$ cat src/rtl/lrn_square_sum_pkg.sv
// rtl/lrn_square_sum_pkg.sv - shared types and helpers for the LRN square-sum producer
package lrn_square_sum_pkg;

  typedef enum logic [1:0] {IDLE, STREAM, FLUSH} state_t;

  function automatic int clog2(input int n);
    int r;
    int v;
    r = 0;
    v = n - 1;
    while (v > 0) begin
      r++;
      v = v >> 1;
    end
    return r;
  endfunction

  // Room for a full OP_WIDTH square (minus dropped fraction) times the window depth.
  function automatic int acc_width(input int op_width, input int frac_bits, input int lrn_window);
    return 2 * op_width - frac_bits + clog2(lrn_window);
  endfunction

  function automatic logic [63:0] saturate(input logic [63:0] a, input int op_width);
    logic [63:0] lim;
    lim = (64'd1 << (op_width - 1)) - 64'd1;
    return (a > lim) ? lim : a;
  endfunction

endpackage

$ cat src/rtl/lrn_square_sum_lane.sv
// rtl/lrn_square_sum_lane.sv - one lane: square window, raw-input history and running sum
module lrn_sq_lane
  import lrn_square_sum_pkg::*;
#(
  parameter int OP_WIDTH   = 16,
  parameter int FRAC_BITS  = 8,
  parameter int LRN_WINDOW = 5,
  parameter int ACC_WIDTH  = acc_width(16, 8, 5)
) (
  input  logic                       clk,
  input  logic                       reset,
  input  logic                       shift,
  input  logic                       clear,
  input  logic signed [OP_WIDTH-1:0] din,
  output logic [ACC_WIDTH-1:0]       acc_next,
  output logic [OP_WIDTH-1:0]        center_next
);

  localparam int H    = (LRN_WINDOW - 1) / 2;
  localparam int SQ_W = 2 * OP_WIDTH - FRAC_BITS;

  logic signed [2*OP_WIDTH-1:0] prod;
  logic [SQ_W-1:0]              sq;
  logic [SQ_W-1:0]              w [LRN_WINDOW];
  // Raw history only up to the centre tap; older inputs never reach an output.
  logic [OP_WIDTH-1:0]          x [H];
  logic [ACC_WIDTH-1:0]         acc;

  assign prod        = din * din;
  assign sq          = SQ_W'(prod >>> FRAC_BITS);
  assign acc_next    = acc + ACC_WIDTH'(sq) - ACC_WIDTH'(w[LRN_WINDOW-1]);
  assign center_next = x[H-1];

  always_ff @(posedge clk or negedge reset) begin
    if (!reset) begin
      acc <= '0;
      for (int i = 0; i < LRN_WINDOW; i++) w[i] <= '0;
      for (int i = 0; i < H; i++) x[i] <= '0;
    end else if (clear) begin
      acc <= '0;
      for (int i = 0; i < LRN_WINDOW; i++) w[i] <= '0;
      for (int i = 0; i < H; i++) x[i] <= '0;
    end else if (shift) begin
      acc  <= acc_next;
      w[0] <= sq;
      for (int i = 1; i < LRN_WINDOW; i++) w[i] <= w[i-1];
      x[0] <= din;
      for (int i = 1; i < H; i++) x[i] <= x[i-1];
    end
  end

endmodule

$ cat src/rtl/lrn_square_sum.sv
// rtl/lrn_square_sum.sv - cross-channel sliding sum of squares feeding the LRN normaliser
module lrn_square_sum
  import lrn_square_sum_pkg::*;
#(
  parameter int OP_WIDTH   = 16,
  parameter int NUM_PE     = 4,
  parameter int FRAC_BITS  = 8,
  parameter int LRN_WINDOW = 5,
  parameter int DATA_WIDTH = OP_WIDTH * NUM_PE
) (
  input  logic                  clk,
  input  logic                  reset,
  input  logic [DATA_WIDTH-1:0] data_in,
  input  logic                  data_valid,
  input  logic                  data_last,
  output logic                  in_ready,
  input  logic                  out_ready,
  output logic [DATA_WIDTH-1:0] square_sum,
  output logic [DATA_WIDTH-1:0] lrn_center,
  output logic                  out_valid
);

  localparam int H     = (LRN_WINDOW - 1) / 2;
  localparam int ACC_W = acc_width(OP_WIDTH, FRAC_BITS, LRN_WINDOW);
  localparam int CNT_W = clog2(H) + 1;

  state_t              state;
  logic [H-1:0]        v;
  logic [CNT_W-1:0]    flush_cnt;
  logic                slot_free;
  logic                in_fire;
  logic                flush_shift;
  logic                flush_done;
  logic                shift;
  logic                load;
  logic [DATA_WIDTH-1:0] sum_next;
  logic [DATA_WIDTH-1:0] center_vec;

  assign slot_free   = !out_valid || out_ready;
  assign in_ready    = reset && slot_free && (state != FLUSH);
  assign in_fire     = data_valid && in_ready;
  assign flush_shift = (state == FLUSH) && slot_free;
  assign flush_done  = flush_shift && (flush_cnt == CNT_W'(H - 1));
  assign shift       = in_fire || flush_shift;
  // Post-shift V[H] is the bit currently sitting at V[H-1].
  assign load        = shift && v[H-1];

  for (genvar g = 0; g < NUM_PE; g++) begin : g_lane
    logic [ACC_W-1:0]    acc_next;
    logic [OP_WIDTH-1:0] center_next;

    lrn_sq_lane #(
      .OP_WIDTH  (OP_WIDTH),
      .FRAC_BITS (FRAC_BITS),
      .LRN_WINDOW(LRN_WINDOW),
      .ACC_WIDTH (ACC_W)
    ) u_lane (
      .clk        (clk),
      .reset      (reset),
      .shift      (shift),
      .clear      (flush_done),
      .din        (in_fire ? data_in[g*OP_WIDTH +: OP_WIDTH] : '0),
      .acc_next   (acc_next),
      .center_next(center_next)
    );

    assign sum_next[g*OP_WIDTH +: OP_WIDTH]   = OP_WIDTH'(saturate(64'(acc_next), OP_WIDTH));
    assign center_vec[g*OP_WIDTH +: OP_WIDTH] = center_next;
  end

  always_ff @(posedge clk or negedge reset) begin
    if (!reset) begin
      state     <= IDLE;
      v         <= '0;
      flush_cnt <= '0;
    end else begin
      case (state)
        IDLE:   if (in_fire) state <= data_last ? FLUSH : STREAM;
        STREAM: if (in_fire && data_last) state <= FLUSH;
        FLUSH: begin
          if (flush_done) begin
            flush_cnt <= '0;
            state     <= IDLE;
          end else if (flush_shift) begin
            flush_cnt <= flush_cnt + 1'b1;
          end
        end
        default: state <= IDLE;
      endcase
      if (flush_done) v <= '0;
      else if (shift) v <= H'({v, in_fire});
    end
  end

  always_ff @(posedge clk or negedge reset) begin
    if (!reset) begin
      out_valid  <= 1'b0;
      square_sum <= '0;
      lrn_center <= '0;
    end else if (load) begin
      out_valid  <= 1'b1;
      square_sum <= sum_next;
      lrn_center <= center_vec;
    end else if (out_valid && out_ready) begin
      out_valid <= 1'b0;
    end
  end

endmodule
$ cat config.mk
export PLATFORM = sky130hd
export DESIGN_NAME = lrn_square_sum
export DESIGN_NICKNAME = d
export VERILOG_FILES = /design/src/rtl/lrn_square_sum_pkg.sv /design/src/rtl/lrn_square_sum_lane.sv /design/src/rtl/lrn_square_sum.sv
export SDC_FILE = /design/constraint.sdc
export NUM_CORES = 2
export LEC_CHECK = 0
export ABC_CLOCK_PERIOD_IN_PS = 13500
export BUFFER_PORTS_ARGS = -buffer_cell sky130_fd_sc_hd__buf_2
export CORE_MARGIN = 2
export CORE_UTILIZATION = 25
export DETAILED_ROUTE_END_ITERATION = 8
export GPL_TIMING_DRIVEN = 1
export SLEW_MARGIN = 20
export SYNTH_ARGS = -nofsm -noshare
export SYNTH_HDL_FRONTEND = slang
export SYNTH_SLANG_ARGS = --single-unit
$ cat constraint.sdc
create_clock -name clk -period 13.5 [get_ports clk]
set_input_delay 1.35 -clock clk [delete_from_list [all_inputs] [get_ports clk]]
set_output_delay 1.35 -clock clk [all_outputs]
set_load 0.005 [all_outputs]
==> results.yml <==
status:
  status: "completed"
layout:
  n_fill_cell: 30460
  final_cell_count_no_fill: 11170
  final_nets: 8741
  drive_above_1_share_pct: 6.201
  syn2layout_area_growth_pct: 11.25
  layout_commonest_cell: "inv_1"
  mostFrequentLayoutCells: "inv_1, fa_1, dfrtp_1, nand2_1, a22o_1"
placement:
  place_ws_ps: 631.1
  port_buffers: 198
  hpwl_um: 139300
  dpl.cell_count: 11000
  place_congestion: 0.8614
sta:
  rsz0062_at_grt: "false"
  fin_hold_ws_ps: 455.3
  relSlewSlack_pct: 29.29
  setup_viol: 0
  setup_ws_ps: 1303
  finClkSkew_ps: 60.38
  finalSetupTns_ps: 0
  fin_crit_sh_pct: 90.35
  post-route-min-period_ps: 12200
  worst_pin_slew_ps: 1061
  hold_viol_final: 0
  slew_violations: 0
  fmax_mhz: 81.99
floorplanning:
  std_cell_rows: 198
  core_um2: 290100
  io_pins: 199
  dieArea_um2: 295200
  die_y_um: 543.3
  start_util_pct: 25.07
  die_w_um: 543.3
clock_tree:
  cts_buffer_depth: 3
  clk_pin_slew_worst_paths_ps: 70
  post_cts_buffers: 0
  htree_levels: 3
  clock_sinks: 851
  cts-root-buf: "clkbuf_16"
  clkLatencyLatePin_ps: 710
  cts_resized: 0
  numCtsBuffers: 87
  cts_tree: "yes"
  postCtsHoldBufs: 0
critical_path:
  critPathMaxFanout: 60
  max_stage_delay_ps: 720
  cp_slowest_cell: "a2111oi_0"
  crit_type: "input port to register"
  start_kind: "input port"
  arrival_ps: 12760
  crit_required_ps: 14070
  worst_setup_path_end_kind: "register"
  cpMostUsedCell: "fa_1"
logic_synthesis:
  syn_area_um2: 72720
  synthCells: 7188
  synth_seq_cells: 851
  synthDistinctLibCells: 84
  synth_edf_count: 0
  syn_avg_cell_area_um2: 10.12
  yosys_warnings: 0
  async_reset_ff_share_pct: 100.0
  synthesis.nets: 8738
  yosysSeqAreaShare_pct: 29.29
  ys.flop_type: "dfrtp_1"
job:
  maxCapViolations: 0
grt:
  overflow: 0
  antenna_found_initial: 37
  grt_pass1_wl_um: 290100
  grt_pass1_vias: 50070
  track_usage_pct: 12.35
  grt_start_max_net_pins: 198
routing:
  remaining_drc_errors: 0
  routed_wl_um: 180900
  via_per_inst: 4.321
  wl_per_cell_um: 16.20
  vias: 48270
  final_antenna_net_count: 0
  first_iter_violations: 3099
  firstDrtPassIters: 5
min_path:
  hp-class: "register to register"
-- flip-flops by register name, indices dropped and copies added, names as in the netlist --
signal                     flops
flush_cnt                      2
g_lane.u_lane.acc            108
g_lane.u_lane.center_next     64
g_lane.u_lane.w              480
g_lane.u_lane.x               64
lrn_center                    64
out_valid                      1
square_sum                    64
state                          2
v                              2
-- path summary, 6_finish.rpt --
kind | start | end | slack, ps | cells after the start
min in group asynchronous | reset | lrn_center[13]$_DFFE_PN0P_ | 750 | 2
max reg2reg | state[1]$_DFFE_PN0P_ | square_sum[53]$_DFFE_PN0P_ | 1780 | 35
min reg2reg | g_lane[2].u_lane.center_next[8]$_DFFE_PN0P_ | lrn_center[40]$_DFFE_PN0P_ | 460 | 2
max | reset | square_sum[53]$_DFFE_PN0P_ | 1300 | 36
max in group asynchronous | reset | g_lane[0].u_lane.w[48]$_DFFE_PN0P_ | 10120 | 5
min | g_lane[2].u_lane.center_next[8]$_DFFE_PN0P_ | lrn_center[40]$_DFFE_PN0P_ | 460 | 2
-- routing by layer --
metal / up-vias / share of wire (%) / global-route usage (%) / wire length, um
li1: 22850 / - / - / -
met5: - / 0.13 / 0 / 239
met3: 191 / 6.7 / 2.920 / 12070
met4: 40 / 1.8 / 2.660 / 3188
met2: 857 / 44 / 18.98 / 79950
met1: 24330 / 47 / 17.53 / 85480
-- stage by stage --
step / util (%) / instance area, um^2
detailed placement: 26.83 / 77830
floorplan: - / 72720
global route: 27.88 / 80870
CTS: 27.87 / 80860
finish: 27.89 / 80900
global placement: 26.83 / 77830
-- cell usage after synthesis (all sizes together) (33+ instances only) --
cell type  number  area [um^2]
dfrtp         851        21300
a21oi         199         1033
fa           1031        20640
nand2         747         2806
o22ai          58        362.9
a21o           98        743.2
xnor2         170         1489
nand3          71        355.3
a22o          451         3950
nand2b         37        231.5
and2           67        419.2
clkbuf        294         1106
and3          225         1408
ha            450         5630
buf            33        140.1
nor2          188        705.7
o21a           35        264.0
inv          1545         5799
o21ai         240         1201
xor2           72        630.6
-- worst max-delay path: cells and delay by family --
family / cells / cell delay, ps
adders and majority gates: 9 / 4130
and+or+nand+nor: 10 / 3580
AOI/OAI and AO/OA: 10 / 2780
buffers and inverters: 6 / 630
xor gates and xnor gates: 1 / 180
-- cells by family after synthesis --
logic type,share of synthesized area [%]
and+or+nand+nor,9.342
xor gates and xnor gates,2.915
adders and majority gates,36.13
buffers and inverters,9.689
muxes,0.08775
AOI/OAI and AO/OA,12.55
DFF,29.29
-- final cells by class --
cell class | instances | area, um^2 | area share [%]
diodes | 13 | 32.53 | 0.04021
repair buffers | 241 | 1440 | 1.780
well taps | 3900 | 4880 | 6.032
multi-input cells | 4465 | 44420 | 54.91
clock buffers | 117 | 2460 | 3.041
flip-flops and latches | 851 | 21300 | 26.32
clock inverters | 38 | 569.3 | 0.7037
inverters | 1545 | 5799 | 7.169
Power is left out: the tool's default activity adds up to more than one toggle a clock period on the data nets, which glitch-free logic cannot reach.
